==> src/rtl/tpu_tile_sched_pkg.sv <==
// Shared types and helpers for the TPU tile scheduler: FSM encoding, word address width, tile counts.
// No timing of its own; everything here is constants or pure functions.
package tpu_tile_sched_pkg;

  localparam int WORD_ADDR_BITS = 10;

  typedef enum logic [2:0] {
    IDLE  = 3'd0,
    CLR   = 3'd1,
    FEED  = 3'd2,
    LAST  = 3'd3,
    DRAIN = 3'd4,
    NEXT  = 3'd5,
    FIN   = 3'd6
  } state_t;

  // Ceil-divide a dimension by the array edge; 9 bits so that 255 rounds up to 64 rather than wrapping.
  function automatic logic [8:0] tile_count(input logic [7:0] dim, input int arr, input int lg2);
    return (9'(dim) + 9'(arr - 1)) >> lg2;
  endfunction

endpackage

==> src/rtl/tpu_tile_sched_tile_addr_gen.sv <==
// Tile/step/beat counters and the GBUFF A/B/OUT address arithmetic for the tile scheduler.
// Addresses are combinational from registered counters; no backpressure, steps advance only when the FSM says so.
module tile_addr_gen
  import tpu_tile_sched_pkg::*;
#(
  parameter int ARR      = 4,
  parameter int ARR_LG2  = 2,
  parameter int ADDR_W   = WORD_ADDR_BITS,
  parameter int A_BASE   = 0,
  parameter int B_BASE   = 0,
  parameter int OUT_BASE = 0
) (
  input  logic              clk,
  input  logic              rst,
  input  logic              load,
  input  logic [7:0]        m,
  input  logic [7:0]        k,
  input  logic [7:0]        n,
  input  logic              feed,
  input  logic              drain_beat,
  input  logic              next_tile,
  output logic [ADDR_W-1:0] a_addr,
  output logic [ADDR_W-1:0] b_addr,
  output logic [ADDR_W-1:0] out_addr,
  output logic              kk_last,
  output logic              r_last,
  output logic              tile_last
);

  logic [7:0]                k_q;
  logic [8:0]                mt_q;
  logic [8:0]                nt_q;
  logic [8:0]                ti;
  logic [8:0]                tj;
  logic [7:0]                kk;
  logic [ARR_LG2-1:0]        r;
  logic [ADDR_W-1:0]         a_row;
  logic [ADDR_W-1:0]         b_col;
  logic [ADDR_W-ARR_LG2-1:0] tile_idx;
  logic [ADDR_W-1:0]         k_ext;

  assign k_ext = ADDR_W'(k_q);

  // Row/column bases advance by k per tile step, so ti*k and tj*k never need a multiplier.
  always_ff @(posedge clk or posedge rst) begin
    if (rst) begin
      k_q      <= '0;
      mt_q     <= '0;
      nt_q     <= '0;
      ti       <= '0;
      tj       <= '0;
      kk       <= '0;
      r        <= '0;
      a_row    <= '0;
      b_col    <= '0;
      tile_idx <= '0;
    end else begin
      kk <= feed ? kk + 8'd1 : 8'd0;
      if (drain_beat) r <= r + 1'b1;
      if (load) begin
        k_q      <= k;
        mt_q     <= tile_count(m, ARR, ARR_LG2);
        nt_q     <= tile_count(n, ARR, ARR_LG2);
        ti       <= '0;
        tj       <= '0;
        a_row    <= '0;
        b_col    <= '0;
        tile_idx <= '0;
      end else if (next_tile) begin
        tile_idx <= tile_idx + 1'b1;
        if (tj == nt_q - 9'd1) begin
          tj    <= '0;
          b_col <= '0;
          ti    <= ti + 9'd1;
          a_row <= a_row + k_ext;
        end else begin
          tj    <= tj + 9'd1;
          b_col <= b_col + k_ext;
        end
      end
    end
  end

  assign a_addr    = ADDR_W'(A_BASE) + a_row + ADDR_W'(kk);
  assign b_addr    = ADDR_W'(B_BASE) + b_col + ADDR_W'(kk);
  assign out_addr  = ADDR_W'(OUT_BASE) + {tile_idx, r};
  assign kk_last   = (kk == k_q - 8'd1);
  assign r_last    = &r;
  assign tile_last = (ti == mt_q - 9'd1) && (tj == nt_q - 9'd1);

endmodule

==> src/rtl/tpu_tile_sched.sv <==
// Tiles an m x k by k x n matmul into ARR x ARR output tiles, sequencing SRAM reads, TPU clears and result writes.
// Per tile: 1 clear + k feed + 1 last cycle, then waits as long as needed for ARR tpu_out_valid beats.
module tpu_tile_sched
  import tpu_tile_sched_pkg::*;
#(
  parameter int ARR      = 4,
  parameter int ARR_LG2  = 2,
  parameter int ADDR_W   = WORD_ADDR_BITS,
  parameter int A_BASE   = 0,
  parameter int B_BASE   = 0,
  parameter int OUT_BASE = 0
) (
  input  logic              clk,
  input  logic              rst,
  input  logic              start,
  input  logic [7:0]        m,
  input  logic [7:0]        k,
  input  logic [7:0]        n,
  output logic              busy,
  output logic              done,
  output logic              cfg_err,
  output logic [ADDR_W-1:0] a_addr,
  output logic [ADDR_W-1:0] b_addr,
  output logic              tpu_clear,
  output logic              tpu_in_valid,
  input  logic              tpu_out_valid,
  output logic              out_wen,
  output logic [ADDR_W-1:0] out_addr
);

  state_t state;
  state_t state_nxt;
  logic   accept;
  logic   cfg_zero;
  logic   kk_last;
  logic   r_last;
  logic   tile_last;

  assign accept   = (state == IDLE) && start;
  assign cfg_zero = (m == 8'd0) || (k == 8'd0) || (n == 8'd0);

  always_ff @(posedge clk or posedge rst) begin
    if (rst) begin
      state        <= IDLE;
      tpu_in_valid <= 1'b0;
      cfg_err      <= 1'b0;
    end else begin
      state        <= state_nxt;
      // SRAM read latency is one cycle, so valid trails the address by one.
      tpu_in_valid <= (state == FEED);
      if (accept) cfg_err <= cfg_zero;
    end
  end

  always_comb begin
    state_nxt = state;
    case (state)
      IDLE:    if (start) state_nxt = cfg_zero ? FIN : CLR;
      CLR:     state_nxt = FEED;
      FEED:    if (kk_last) state_nxt = LAST;
      LAST:    state_nxt = DRAIN;
      DRAIN:   if (tpu_out_valid && r_last) state_nxt = NEXT;
      NEXT:    state_nxt = tile_last ? FIN : CLR;
      FIN:     state_nxt = IDLE;
      default: state_nxt = IDLE;
    endcase
  end

  assign busy      = (state != IDLE) && (state != FIN);
  assign done      = (state == FIN);
  assign tpu_clear = (state == CLR);
  assign out_wen   = (state == DRAIN) && tpu_out_valid;

  tile_addr_gen #(
    .ARR      (ARR),
    .ARR_LG2  (ARR_LG2),
    .ADDR_W   (ADDR_W),
    .A_BASE   (A_BASE),
    .B_BASE   (B_BASE),
    .OUT_BASE (OUT_BASE)
  ) u_addr (
    .clk        (clk),
    .rst        (rst),
    .load       (accept),
    .m          (m),
    .k          (k),
    .n          (n),
    .feed       (state == FEED),
    .drain_beat (out_wen),
    .next_tile  (state == NEXT),
    .a_addr     (a_addr),
    .b_addr     (b_addr),
    .out_addr   (out_addr),
    .kk_last    (kk_last),
    .r_last     (r_last),
    .tile_last  (tile_last)
  );

endmodule

==> config.mk <==
export PLATFORM = sky130hd
export DESIGN_NAME = tpu_tile_sched
export DESIGN_NICKNAME = d
export VERILOG_FILES = /design/src/rtl/tpu_tile_sched_pkg.sv /design/src/rtl/tpu_tile_sched_tile_addr_gen.sv /design/src/rtl/tpu_tile_sched.sv
export SDC_FILE = /design/constraint.sdc
export NUM_CORES = 1
export LEC_CHECK = 0
export BUFFER_PORTS_ARGS = -buffer_cell sky130_fd_sc_hd__buf_4
export CAP_MARGIN = 10
export CELL_PAD_IN_SITES_DETAIL_PLACEMENT = 1
export CELL_PAD_IN_SITES_GLOBAL_PLACEMENT = 1
export CORE_UTILIZATION = 45
export DETAILED_ROUTE_END_ITERATION = 8
export PLACE_DENSITY = 0.84
export SLEW_MARGIN = 10
export SYNTH_ARGS = -nofsm -noshare
export SYNTH_HDL_FRONTEND = slang
export SYNTH_HIERARCHICAL = 1
export SYNTH_SLANG_ARGS = --single-unit
==> constraint.sdc <==
create_clock -name clk -period 3.7 [get_ports clk]
set_input_delay 0.37 -clock clk [delete_from_list [all_inputs] [get_ports clk]]
set_output_delay 0.37 -clock clk [all_outputs]
set_load 0.01 [all_outputs]
==> results.yml, run 1 <==
place:
  dp_hpwl_um: 12300
  dp.cells: 872
  gp_congestion: 0.876
  port_buffers: 63
synthesis:
  synth_compound_area_frac: 0.164
  syn_area_mm2: 0.00588
  ys_ff_latch: 83
  yosys_warnings: 6
  synthCells: 656
  avgSynthCellArea_um2: 8.97
  syn_nets: 728
  synth_edf_count: 0
  synth_ff_type: "dfrtp_1"
  ys_top_cells_by_area: "dfrtp_1 (35%), ha_1 (8.5%), xor2_1 (6.1%)"
  synth_top_family_by_area: "simple AND/OR/NAND/NOR gates"
  yosys.area_share.simple: 0.204
  synthArstFlopShare: 1.00
  yosysTopAreaCellShare: 0.353
  synth_fa_ha_area_frac: 0.0987
  synth_top_cell_by_area: "dfrtp_1"
  seq_area_frac_synth: 0.353
  synth_xor_area_frac: 0.119
  synthDistinctLibCells: 62
  synthMuxAreaShare: 0.0300
timing:
  tightest_slew_ns: 0.787
  hold_viol: 0
  finalSetupViolations: 0
  rsz0062_at_grt: "no"
  slew_violations: 0
  skew_ns: 0.00737
  layout_min_cycle_time_ns: 3.28
  max_slew_margin: 0.473
  period_share: 0.885
  fin_tns_setup_ns: 0
  fmax_ghz: 0.305
route:
  met1_length_um: 7230
  wl_met2_um: 8230
  wl_met3_um: 463
  drtIter0Drc: 250
  firstDrtPassIters: 4
  num_vias: 5185
  detail-route-antenna-nets: 0
  wirelength_um: 16400
  wl_per_cell_um: 18.4
  via_per_inst: 5.83
  drcViolationCount: 0
  routed.top_layer: "met4"
worst_setup_path:
  reg2regPathDepth: 8
  endpoint: "a_addr[8]"
  r2r-end: "u_addr/ti[5]"
  path_max_fanout: 6
  r2r-start: "u_addr/nt_q[0]"
  startpoint_type: "flip-flop"
  cp.arrival_ns: 2.91
  end_kind: "output port"
  critPathLaunch: "u_addr/kk[0]"
  r2r_slack_ns: 0.50
  crit_required_ns: 3.33
  crit_type: "reg2out"
cells_and_area:
  area_growth_pct: 16.9
  fin_nets: 785
  antenna_cells: 0
  instances_no_fill: 890
  fillers: 1522
  final_common_cell: "dfrtp_1"
  drive_gt1_frac: 0.159
  final_cell_mix: "dfrtp_1 (83), buf_4 (72), nor2_1 (54), a21oi_1 (49), nand2_1 (48)"
  postLayoutCoreUtil: 0.543
clocking:
  insertion_delay_ns: 0.35
  postCtsSetupRepairBufs: 0
  clockRootBuffer: "clkbuf_16"
  cts_htree_levels: 3
  cts_tree: "yes"
  cts_sinks: 83
  cts_resized: 0
  clk_path_buf_depth: 2
  cts_made_buffers: 9
  path_clk_slew_ns: 0.06
  ctsHoldBuffers: 1
power:
  p_leak_nw: 3.24
  power_density_mw_per_mm2: 646
  ir_worst_vdd_v: 0.000364
die:
  dieArea_mm2: 0.0135
  initial_core_util: 0.464
  fp.dieH_um: 116
  rows: 41
  num_io_pins: 64
  die_w_um: 116
  core_mm2: 0.0127
global_route:
  antenna_found_initial: 0
  grt_use_total: 0.263
  grt_pass1_vias: 5617
  grt_max_degree: 37
  overflow: 0
  grt_pass1_wl_um: 27500
worst_hold_path:
  hp-class: "in2reg"
job:
  cap_violations: 0
status:
  status: "complete, no violations"
-- worst min path at each step --
| stage | from | end | slack [ns] | cells past startpoint |
|---|---|---|---|---|
| after floorplan | rst | cfg_err | 0.15 | 1 |
| after global placement | rst | tpu_in_valid | 0.29 | 2 |
| after detailed placement | rst | tpu_in_valid | 0.30 | 2 |
| after CTS | k[0] | u_addr/k_q[0] | 0.23 | 3 |
| after global routing | k[0] | u_addr/k_q[0] | 0.24 | 3 |
| final | k[0] | u_addr/k_q[0] | 0.24 | 3 |
-- state kept, by name (all words and copies together) (netlist names) --
register and flops:
cfg_err 1, state 3, tpu_in_valid 1, u_addr/a_row 10, u_addr/b_col 10, u_addr/k_q 8
u_addr/kk 8, u_addr/mt_q 7, u_addr/nt_q 7, u_addr/r 2, u_addr/ti 9, u_addr/tile_idx 8
u_addr/tj 9
-- critical path, stage by stage, from the launching register on --
cell and delay (ns):
dfrtp_1 0.46, ha_1 0.27, fa_1 0.41, a21o_1 0.18
a21oi_1 0.22, o21bai_1 0.11, a2111oi_0 0.47, nor3_1 0.13
xor2_1 0.16, buf_4 0.15
-- layout make-up --
| class | instances | area [um2] | share of cell area |
|---|---|---|---|
| tap | 172 | 215 | 0.0313 |
| timing repair buffer | 74 | 556 | 0.0808 |
| sequential | 83 | 2080 | 0.302 |
| multi-input combinational | 524 | 3630 | 0.528 |
| clock buffer | 12 | 246 | 0.0358 |
| inverter | 21 | 78.8 | 0.0115 |
| clock inverter | 4 | 73.8 | 0.0107 |
-- per-layer routing --
layer / track usage / up-vias
met5: 0 / -
met3: 0.0363 / 34
met1: 0.315 / 2576
li1: - / 2467
met4: 0.121 / 0
met2: 0.466 / 108
-- synth_stat cells, types with 4 or more instances --
cell type,count
nor3_1,32
o21ai_0,32
o22ai_1,5
inv_1,21
fa_1,4
mux2_2,12
nand4_1,8
a21o_1,11
or2_2,6
xnor2_1,39
and3_1,10
ha_1,40
o21a_1,9
xor2_1,41
nor4_1,4
or4_1,9
nor2_1,54
clkbuf_1,24
and2_1,8
a21oi_1,49
nand2_1,48
nor3b_1,5
nor2b_1,10
o21bai_1,5
nand3_1,21
dfrtp_1,83
or3_1,5
-- cells by family after synthesis --
group,after synthesis
simple gates,234
compound gates,150
flops,83
xor+xnor,80
buf+inv,49
fa+ha+maj,44
mux,16
-- metrics by stage --
stage,setup WS [ns],cell area (um2),power [mW],hold slack [ns]
floorplan,1.10,5880,2.77,0.149
global placement,0.799,6540,3.27,0.293
detailed placement,0.511,6540,3.41,0.304
CTS,0.429,6870,4.45,0.230
global route,0.218,6880,4.75,0.236
finish,0.424,6880,4.44,0.238
-- where the power goes --
part           switching (mW)  leakage [nW]  total (mW)  internal (mW)
registers               0.393          1.09        1.52           1.12
logic                    1.05          1.99        1.93          0.886
clock network           0.384         0.157       0.995          0.611
total                    1.82          3.24        4.44           2.62
(Power assumes the default switching activity.)
==> run 2, diff against run 1 <==
--- a/config.mk
+++ b/config.mk
@@ -12,4 +12,5 @@
 export CORE_UTILIZATION = 45
 export DETAILED_ROUTE_END_ITERATION = 8
+export GPL_ROUTABILITY_DRIVEN = 0
 export PLACE_DENSITY = 0.84
 export SLEW_MARGIN = 10
==> constraint.sdc (replaced) <==
create_clock -name clk -period 3.7 [get_ports clk]
set_input_delay 0.74 -clock clk [delete_from_list [all_inputs] [get_ports clk]]
set_output_delay 0.74 -clock clk [all_outputs]
set_load 0.01 [all_outputs]
==> run 2 against run 1 <==
  * Via count up 0.93%
  * Power down 0.18%
  * Clock power down 2.9%
  * First-iteration DRC count up 13%
  * Maximum frequency down 8.1%
  * Highest routed layer unchanged
==> results.yml, run 2 (synthesis gave the netlist of run 1 again) <==
status:
  status: "complete, no violations"
global_route:
  grt_use_total: 0.266
  antenna_found_initial: 0
  grt_max_degree: 43
  overflow: 0
  grt_pass1_vias: 5596
  grt_pass1_wl_um: 27800
worst_setup_path:
  cpLargestDelayFamily: "compound AO/OA/AOI/OAI gates"
  crit_path_cell_trace: "ha_1 -> fa_1 -> a21o_1 -> a21oi_1 -> nor2b_1 -> o21a_1 -> o41a_1 -> xor2_1 -> buf_4"
  crit_buf_inv: 1
  startpoint_type: "flip-flop"
  end_kind: "output port"
  cp.arrival_ns: 2.83
  crit_path_max_incr_delay_ns: 0.47
  slowest_stage: "dfrtp_1"
  crit_required_ns: 2.96
  path_max_fanout: 6
  crit_type: "reg2out"
cells_and_area:
  final_common_cell: "dfrtp_1"
  antenna_cells: 0
  postLayoutCoreUtil: 0.543
  reg_top3: "u_addr/a_row: 10 flops, u_addr/b_col: 10 flops"
  fin_nets: 782
  final_area_mm2: 0.00688
  fillers: 1509
  drive_gt1_frac: 0.158
  final_cell_mix: "dfrtp_1 (83), buf_4 (70), nor2_1 (54), a21oi_1 (48), nand2_1 (48)"
  area_growth_pct: 16.8
timing:
  hold_viol: 0
  slew_violations: 0
  tightest_slew_ns: 1.09
  fin_tns_setup_ns: 0
  period_share: 0.964
  rsz0062_at_grt: "no"
  fmax_ghz: 0.280
  layout_min_cycle_time_ns: 3.57
  finalSetupViolations: 0
  max_slew_margin: 0.270
  skew_ns: 0.00757
place:
  place_area_mm2: 0.00656
  port_buffers: 63
  dp_hpwl_um: 12200
clocking:
  cts_sinks: 83
  path_clk_slew_ns: 0.06
  postCtsSetupRepairBufs: 0
  ctsHoldBuffers: 0
  cts_tree: "yes"
  clockRootBuffer: "clkbuf_16"
  cts_htree_levels: 3
  cts_resized: 0
  cts_made_buffers: 9
  insertion_delay_ns: 0.34
  clk_path_buf_depth: 2
die:
  num_io_pins: 64
  initial_core_util: 0.464
  dieArea_mm2: 0.0135
  core_mm2: 0.0127
  fp.dieH_um: 116
  die_w_um: 116
  rows: 41
job:
  cap_violations: 0
power:
  p_leak_nw: 3.23
  power_density_mw_per_mm2: 645
  ir_worst_vdd_v: 0.000344
route:
  firstDrtPassIters: 5
  num_vias: 5233
  drtIter0Drc: 283
  drcViolationCount: 0
  detail-route-antenna-nets: 0
  wirelength_um: 16600
  wl_per_cell_um: 18.7
  via_per_inst: 5.91
worst_hold_path:
  hp-class: "in2async"
[run 2: routing by layer]
| metal | routed length [um] | part of all wire | GRT usage |
|---|---|---|---|
| met1 | 7090 | 0.43 | 0.322 |
| met2 | 8520 | 0.51 | 0.470 |
| met3 | 514 | 0.031 | 0.0363 |
| met4 | 437 | 0.026 | 0.121 |
| met5 | 0 | 0 | 0 |
[run 2: path summary, 6_finish.rpt]
check,startpoint,end,slack (ns),cells past startpoint
worst max-delay path,u_addr/kk[0],b_addr[8],0.13,9
worst min-delay path,rst,cfg_err,0.31,2
worst max register to register,u_addr/nt_q[0],u_addr/ti[7],0.52,8
worst min register to register,cfg_err,cfg_err,0.50,1
max in group asynchronous,rst,u_addr/tj[8],2.39,3
min in group clk,cfg_err,cfg_err,0.50,1
[run 2: metrics by stage]
stage	worst slack (ns)	cells	hold slack (ns)	power, mW
detailed placement	0.439	871	0.497	3.43
finish	0.134	886	0.305	4.44
global route	0.0248	886	0.325	4.74
global placement	0.551	871	0.482	3.26
floorplan	0.751	656	0.479	2.77
CTS	0.0344	886	0.300	4.45
[run 2: final cells by class]
type,instances,area [um2],share of cell area
Multi-Input combinational cell,524,3650,0.531
Inverter,21,78.8,0.0115
Sequential cell,83,2080,0.302
Tap cell,172,215,0.0313
Clock inverter,2,60.1,0.00874
Clock buffer,13,250,0.0364
Timing Repair Buffer,71,546,0.0793
[run 2: power by group]
group          leakage, nW  total [mW]  switching, mW  internal [mW]
Clock                0.150       0.966          0.359          0.607
Combinational         1.99        1.95           1.07          0.886
Sequential            1.09        1.52          0.394           1.12
